$ cat src/rtl/sr_rx_ctrl.sv
// Receive sequencer for an LSB-first serial-to-parallel shift register.
// It synchronises the line, times mid-bit sampling, checks the stop bit and tracks the valid and overrun handshake.
module sr_rx_ctrl #(
    parameter int NUM_BITS     = 8,
    parameter int CLKS_PER_BIT = 10
) (
    input  logic clk,
    input  logic rst,
    input  logic serial_in,
    input  logic data_read,
    output logic sync_bit,
    output logic shift_enable,
    output logic load_buffer,
    output logic rx_valid,
    output logic framing_error,
    output logic overrun_error,
    output logic busy
);

    localparam int HALF = CLKS_PER_BIT / 2;
    localparam int CW   = $clog2(CLKS_PER_BIT);
    localparam int DW   = $clog2(NUM_BITS + 1);

    localparam logic [CW-1:0] HALF_M1  = CW'(HALF - 1);
    localparam logic [CW-1:0] BIT_LAST = CW'(CLKS_PER_BIT - 1);
    localparam logic [DW-1:0] DAT_LAST = DW'(NUM_BITS - 1);

    typedef enum logic [2:0] {
        S_IDLE,
        S_START,
        S_DATA,
        S_STOP,
        S_LOAD
    } state_t;

    state_t        r_state;
    logic          r_sync1;
    logic          r_sync2;
    logic          r_prev;
    logic [CW-1:0] r_cnt;
    logic [DW-1:0] r_bits;
    logic          r_rx_valid;
    logic          r_framing;
    logic          r_overrun;

    logic          w_bit_end;
    logic          w_load;

    assign w_bit_end = (r_cnt == BIT_LAST);
    assign w_load    = (r_state == S_LOAD);

    always_ff @(posedge clk or posedge rst) begin
        if (rst) begin
            r_state    <= S_IDLE;
            r_sync1    <= 1'b1;
            r_sync2    <= 1'b1;
            r_prev     <= 1'b1;
            r_cnt      <= '0;
            r_bits     <= '0;
            r_rx_valid <= 1'b0;
            r_framing  <= 1'b0;
            r_overrun  <= 1'b0;
        end else begin
            r_sync1 <= serial_in;
            r_sync2 <= r_sync1;
            r_prev  <= r_sync2;

            case (r_state)
                S_IDLE: begin
                    if (!r_sync2 && r_prev) begin
                        r_state   <= S_START;
                        r_cnt     <= '0;
                        r_framing <= 1'b0;
                    end
                end
                S_START: begin
                    // A start bit that is high again by mid-bit is treated as a glitch.
                    if (r_cnt == HALF_M1) begin
                        r_cnt  <= '0;
                        r_bits <= '0;
                        r_state <= r_sync2 ? S_IDLE : S_DATA;
                    end else begin
                        r_cnt <= r_cnt + 1'b1;
                    end
                end
                S_DATA: begin
                    if (w_bit_end) begin
                        r_cnt  <= '0;
                        r_bits <= r_bits + 1'b1;
                        if (r_bits == DAT_LAST) begin
                            r_state <= S_STOP;
                        end
                    end else begin
                        r_cnt <= r_cnt + 1'b1;
                    end
                end
                S_STOP: begin
                    if (w_bit_end) begin
                        r_cnt <= '0;
                        if (r_sync2) begin
                            r_state <= S_LOAD;
                        end else begin
                            r_framing <= 1'b1;
                            r_state   <= S_IDLE;
                        end
                    end else begin
                        r_cnt <= r_cnt + 1'b1;
                    end
                end
                S_LOAD: begin
                    r_state <= S_IDLE;
                end
                default: begin
                    r_state <= S_IDLE;
                end
            endcase

            // A load wins over a simultaneous read, so the fresh word stays pending.
            if (w_load) begin
                r_rx_valid <= 1'b1;
            end else if (data_read) begin
                r_rx_valid <= 1'b0;
            end

            if (w_load && r_rx_valid && !data_read) begin
                r_overrun <= 1'b1;
            end else if (data_read && !w_load) begin
                r_overrun <= 1'b0;
            end
        end
    end

    assign sync_bit      = r_sync2;
    assign shift_enable  = (r_state == S_DATA) && w_bit_end;
    assign load_buffer   = w_load;
    assign rx_valid      = r_rx_valid;
    assign framing_error = r_framing;
    assign overrun_error = r_overrun;
    assign busy          = (r_state != S_IDLE);

endmodule

$ cat config.mk
export PLATFORM = sky130hd
export DESIGN_NAME = sr_rx_ctrl
export DESIGN_NICKNAME = d
export VERILOG_FILES = /design/src/rtl/sr_rx_ctrl.sv
export SDC_FILE = /design/constraint.sdc
export NUM_CORES = 1
export LEC_CHECK = 0
export ABC_AREA = 1
export CAP_MARGIN = 15
export CORE_MARGIN = 5
export CORE_UTILIZATION = 45
export DETAILED_ROUTE_END_ITERATION = 16
export GPL_ROUTABILITY_DRIVEN = 0
export PLACE_DENSITY = 0.66
export SYNTH_ARGS = -nofsm -noshare
export SYNTH_HDL_FRONTEND = slang
export SYNTH_SLANG_ARGS = --single-unit
$ cat constraint.sdc
create_clock -name clk -period 2 [get_ports clk]
set_clock_uncertainty 0.05 [all_clocks]
set_input_delay 0.3 -clock clk [delete_from_list [all_inputs] [get_ports clk]]
set_output_delay 0.3 -clock clk [all_outputs]
set_load 0.01 [all_outputs]
==> results of run 1 <==
[worst max-delay path, stage by stage (launching register included)]
cell and delay [ns]:
dfrtp_1 0.44, nor2_1 0.12, nand2_1 0.08, inv_1 0.07, clkdlybuf4s50_1 0.54
[Yosys cell counts (3+ instances only)]
| cell type | number |
|---|---|
| nor2_1 | 9 |
| nand2_1 | 31 |
| dfstp_2 | 3 |
| ha_1 | 4 |
| nor2_2 | 6 |
| dfrtp_1 | 14 |
| nand2_2 | 5 |
| inv_2 | 5 |
| nand3_1 | 17 |
| inv_1 | 11 |
[repair_timing]
item | 4_1_cts | 5_1_grt
hold endpoints to repair | 0 | 0
resized for setup | 2 | 0
setup endpoints to repair | 1 | 0
[where the power goes]
part	internal, mW	leakage [nW]	switching, mW	total, mW
clock network	0.0775	0.0150	0.102	0.180
registers	0.419	0.219	0.0850	0.504
logic	0.240	0.329	0.382	0.622
[per-layer routing]
layer  GRT usage [%]  up-vias  part of all wire, %
met1           17.10      349                   50
met3           2.784        5                  2.9
li1                -      398                    -
met4           5.085        0                  1.5
met2           19.37       12                   46
met5               0        -                    0
[stage by stage]
step           total power, mW  utilization (%)  instance area [um2]
4_1_cts                  1.320            56.63                 1122
6_report                 1.306            56.63                 1122
3_3_place_gp             1.111            55.24                 1095
5_1_grt                  1.432            56.63                 1122
3_5_place_dp             1.133            55.24                 1095
2_1_floorplan           0.9632                -                953.4
[flip-flops by register name, indices dropped and copies added (netlist names)]
| name | cells |
|---|---|
| r_bits | 4 |
| r_cnt | 4 |
| r_state | 3 |
| framing_error | 1 |
| overrun_error | 1 |
| r_prev | 1 |
| r_sync1 | 1 |
| rx_valid | 1 |
| sync_bit | 1 |
[logic make-up after synthesis]
kind of cell             Yosys count
flip-flops                        17
buffers and inverters             16
XOR/XNOR                           2
adder cells (fa/ha/maj)            4
AO/OA/AOI/OAI                      7
AND/OR/NAND/NOR                   72
[final cells by class]
cell class | count | area, um2
fillers | 180 | 859.6
multi-input cells | 85 | 466.7
flip-flops and latches | 17 | 429.2
repair buffers | 11 | 106.4
inverters | 16 | 60.06
well taps | 27 | 33.78
clock buffers | 4 | 26.28
[worst max-delay path by stage]
stage                         to  slack [ns]  cells after the start
finish               load_buffer        0.12                      4
global route                busy        0.03                      3
CTS                  load_buffer         0.1                      4
detailed placement  shift_enable        0.16                      5
global placement    shift_enable        0.19                      5
floorplan             r_state[0]        0.64                      9
==> run metrics, run 1 <==
final cell count without fillers 160; Fmax 0.5313 GHz; Main synth FF type dfrtp_1; initial antenna violation count 0; worst reg-to-reg path cell count 9; GRT Total Usage 12.61%; Lkg Pwr 0.5639 nW; vias in the first global route 762; clock buffer depth 2; Worst EP required 1.65 ns; cell count after synthesis 118; highest-count cells in the layout ignoring fill and taps 31 x nand2_1, 17 x nand3_1, 14 x dfrtp_1, 11 x inv_1; Slew @ Worst Pin 0.6415 ns; Async SR Flop Fraction 100.0%; # setup viols final 0; final hold slack 0.3128 ns; Placement Setup Slack 0.1647 ns; Mean Syn Cell Area 8.080 um2; clock-pin transition on the worst setup and hold timing paths 0.10 ns; Synth area leader dfrtp_1; DR pass1 iterations 4; Clk Tree Root Cell clkbuf_4; Via density 4.775; largest fanout on the critical path 5; num rows 16; Area Growth Syn to Fin 17.72%; Arr. time, crit path 1.53 ns; PwrDens 1163 nW/um2; Seq/Total Area, Yosys 45.01%; RSZ-0062 raised after global routing false; Final ANT Viol Nets 0; endpoints failing hold 0; status finished, final reports clean; largest net degree at the start of global routing 18; most common cell after layout, fill and taps aside nand2_1; Synth Area in XOR/XNOR 1.837%; hold path start r_sync1; setup ws final 0.1180 ns; diode count 0; Synth Warn # 0; core footprint 1982 um2; grt ovf 0; input/output buffers 10; CP Launch Point r_state[0]; Die Area 3139 um2; drt wl/cell 10.86 um; die width 56.03 um; cts bufs inserted 3; Max Cap Viol 0; fin crit period 1.882 ns; DRC violations left 0; Hold Path Stages 0; CP endpoint kind output port; Worst R2R End r_state[0]; cts hold-fix bufs 0; Clock Latency Late Sink 0.29 ns; initial detailed-routing violation count 17; Synth cell types 19; Worst R2R Setup Slack 0.52 ns; Worst Path Class, Setup register to output port; fin crit share 94.10%; Synth Cell Area 953.4 um2; main combinational cell family by area after synthesis simple AND/OR/NAND/NOR gates; via count 764; Synth area leaders dfrtp_1 37%, nand2_1 12%, nand3_1 8.9%, dfstp_2 8.3%, ha_1 5.2%; Post-synth EDFFs 0; Hold Path Sink sync_bit; htree depth 1; fin nets 142; die span in y 56.03 um; layout cells sized above 1 21.80%; Worst R2R Start r_cnt[1]; clk sinks 17; top cell type's share of synthesized area 36.75%; post-synthesis register bit count 17; Synth Area in Compound Gates 4.462%; Setup TNS 0 ns; Worst setup SP type register; adder-cell share of the synthesized area 5.249%; Max-slew headroom 57.19%; synthesized net count 126; mux contribution to synthesized area 0%; Initial Util 48.11%; peak supply drop 689.1 uV; placed insts 156; # IOs 11; worst hold path type register to register; CTS tree done; first-pass GRT wire length 3201 um; final WL 1737 um; final-report max-slew violation count 0; Final HPWL DP 1373 um; postcts setup bufs 0; Simple-Gate Fraction of Synth Area 37.14%
Power figures use the tool's default switching activity.
==> run 2, diff against run 1 <==
--- a/config.mk
+++ b/config.mk
@@ -10,8 +10,8 @@
 export CORE_MARGIN = 5
 export CORE_UTILIZATION = 45
 export DETAILED_ROUTE_END_ITERATION = 16
+export DONT_BUFFER_PORTS = 1
 export GPL_ROUTABILITY_DRIVEN = 0
-export PLACE_DENSITY = 0.66
 export SYNTH_ARGS = -nofsm -noshare
 export SYNTH_HDL_FRONTEND = slang
 export SYNTH_SLANG_ARGS = --single-unit
==> run 2 against run 1 <==
  * Fmax rose by 8.7%
  * Count of clock-buffer cells in the layout did not move
  * Final area fell by 7.9%
  * Critical path type unchanged
  * Clock power barely moved
  * Sequential power rose by 2%
==> run metrics, run 2 (same netlist as run 1, synthesis figures left out) <==
# setup viols final 0 (unchanged); Setup TNS 0 ns (unchanged); Core Util, Final 52.15% (-4.5 points); Initial Util 48.11% (unchanged); most common cell after layout, fill and taps aside nand2_1; postcts setup bufs 0 (unchanged); first-pass GRT wire length 2960 um (-7.5%); CP endpoint kind output port; Placement Cell Area 987.2 um2 (-9.8%); num rows 16 (unchanged); vias in the first global route 705 (-7.5%); core footprint 1982 um2 (unchanged); clk sinks 17 (unchanged); Switching Fraction 44.42% (+0.86 points); GRT Total Usage 12.12% (-0.50 points); worst hold path type primary input to register; endpoints failing hold 0 (unchanged); Max-slew headroom 58.30% (+1.1 points); final-report max-slew violation count 0 (unchanged); final WL 1599 um (-7.9%); Worst EP required 1.65 ns (about the same); Max Cap Viol 0 (unchanged); PwrDens 1196 nW/um2 (+2.8%); fin crit period 1.731 ns (-0.1512 ns); grt ovf 0 (unchanged); RSZ-0062 raised after global routing false; initial detailed-routing violation count 3 (-14); largest fanout on the critical path 6 (+1); Slew @ Worst Pin 0.6248 ns (-0.01665 ns); die width 56.03 um (unchanged); clock buffer depth 2 (unchanged); Internal 0.6868 mW (-6.8%); cts bufs inserted 3 (unchanged); fin crit share 86.54% (-7.6 points); Area Growth Syn to Fin 8.399%; Psw 0.5488 mW (-3.5%); Die Area 3139 um2 (unchanged); status finished, final reports clean; Logic pwr share 43.7% (-3.9 points); drt wl/cell 10.59 um (-2.5%); Via density 4.755 (-0.42%); Arr. time, crit path 1.38 ns (-0.15 ns); DRC violations left 0 (unchanged); clock-pin transition on the worst setup and hold timing paths 0.09 ns (about the same); Clock power frac 14.8% (+1.0 points); highest-count cells in the layout ignoring fill and taps 31 x nand2_1, 17 x nand3_1, 14 x dfrtp_1, 11 x inv_1, 9 x nor2_1; Lkg Pwr 0.5266 nW (-6.6%); Design Area, Final 1033 um2 (-7.9%); largest net degree at the start of global routing 18 (unchanged); registers with the most flip-flops r_bits (4), r_cnt (4), r_state (3); input/output buffers 0 (-10); # IOs 11 (unchanged); Clk Tree Root Cell clkbuf_4; Sequential Power Share 41.5% (+2.9 points); diode count 0 (unchanged); htree depth 1 (unchanged); Final ANT Viol Nets 0 (unchanged); Worst setup SP type register; fin nets 133 (-6.3%); CTS tree done; Final HPWL DP 1264 um (-7.9%); initial antenna violation count 0 (unchanged); die span in y 56.03 um (unchanged); FILL cells 188 (+4.4%); peak supply drop 675.2 uV (-2.0%); Clock Latency Late Sink 0.30 ns (about the same); total power 1.236 mW (-5.4%); DR pass1 iterations 4 (unchanged); Fmax 0.5778 GHz (+8.7%); Worst Path Class, Setup register to output port; via count 718 (-6.0%); layout cells sized above 1 21.77% (-0.030 points)
[run 2: cell count changes in the layout (fill, tap and decap cells not counted)]
cell	change
ha_2	-1
clkdlybuf4s50_1	-9
dlygate4sd2_1	-1
ha_1	+1
buf_4	-1
dlygate4sd3_1	+2
[run 2: final cells by class]
cell class	count	area (um2)	share of cell area, %
multi-input cells	85	464.2	44.92
flip-flops and latches	17	429.2	41.53
well taps	27	33.78	3.269
clock buffers	4	26.28	2.542
repair buffers	2	20.02	1.937
inverters	16	60.06	5.811
[run 2: final timing paths]
| path | from | to | slack [ns] | depth (start not counted) |
|---|---|---|---|---|
| setup reg to reg | r_cnt[1] | r_state[0] | 0.52 | 9 |
| max in group asynchronous | rst | r_cnt[2] | 1.02 | 2 |
| hold reg to reg | r_sync1 | sync_bit | 0.31 | 0 |
| min in group asynchronous | rst | overrun_error | 0.47 | 2 |
| hold / removal | data_read | overrun_error | 0.04 | 1 |
| setup / recovery | r_cnt[1] | shift_enable | 0.27 | 4 |
[run 2: power groups by stage]
stage | Sequential (mW) | Combinational [mW] | Clock [mW]
6_report | 0.513 | 0.540 | 0.183
5_1_grt | 0.525 | 0.633 | 0.210
4_1_cts | 0.514 | 0.550 | 0.194
3_5_place_dp | 0.520 | 0.545 | 0
3_3_place_gp | 0.517 | 0.543 | 0
2_1_floorplan | 0.500 | 0.464 | 0
[run 2: per-layer routing]
layer,vias up,global-route usage [%],wire length (um)
li1,381,-,-
met1,324,14.88,765
met2,10,18.36,707
met3,3,6.032,107
met4,0,4.068,20
met5,-,0,0
[run 2: metrics by stage]
stage	worst slack (ns)	instances	hold WS [ns]
2_1_floorplan	0.6354	118	0.1739
3_3_place_gp	0.5805	145	0.2497
4_1_cts	0.2427	151	0.03255
5_1_grt	0.1581	151	0.01385
6_report	0.2692	151	0.04279
3_5_place_dp	0.5187	145	0.2546
[run 2: repair_timing]
action | CTS | global route
hold endpoints to repair | 15 | 0
hold buffers | 2 | 0
resized for setup | 0 | 0
[run 2: critical path: stages, from the launching register on]
cell and delay [ns]:
dfrtp_1 0.42, inv_1 0.09, ha_1 0.21, nand3_4 0.12
nor2_4 0.24
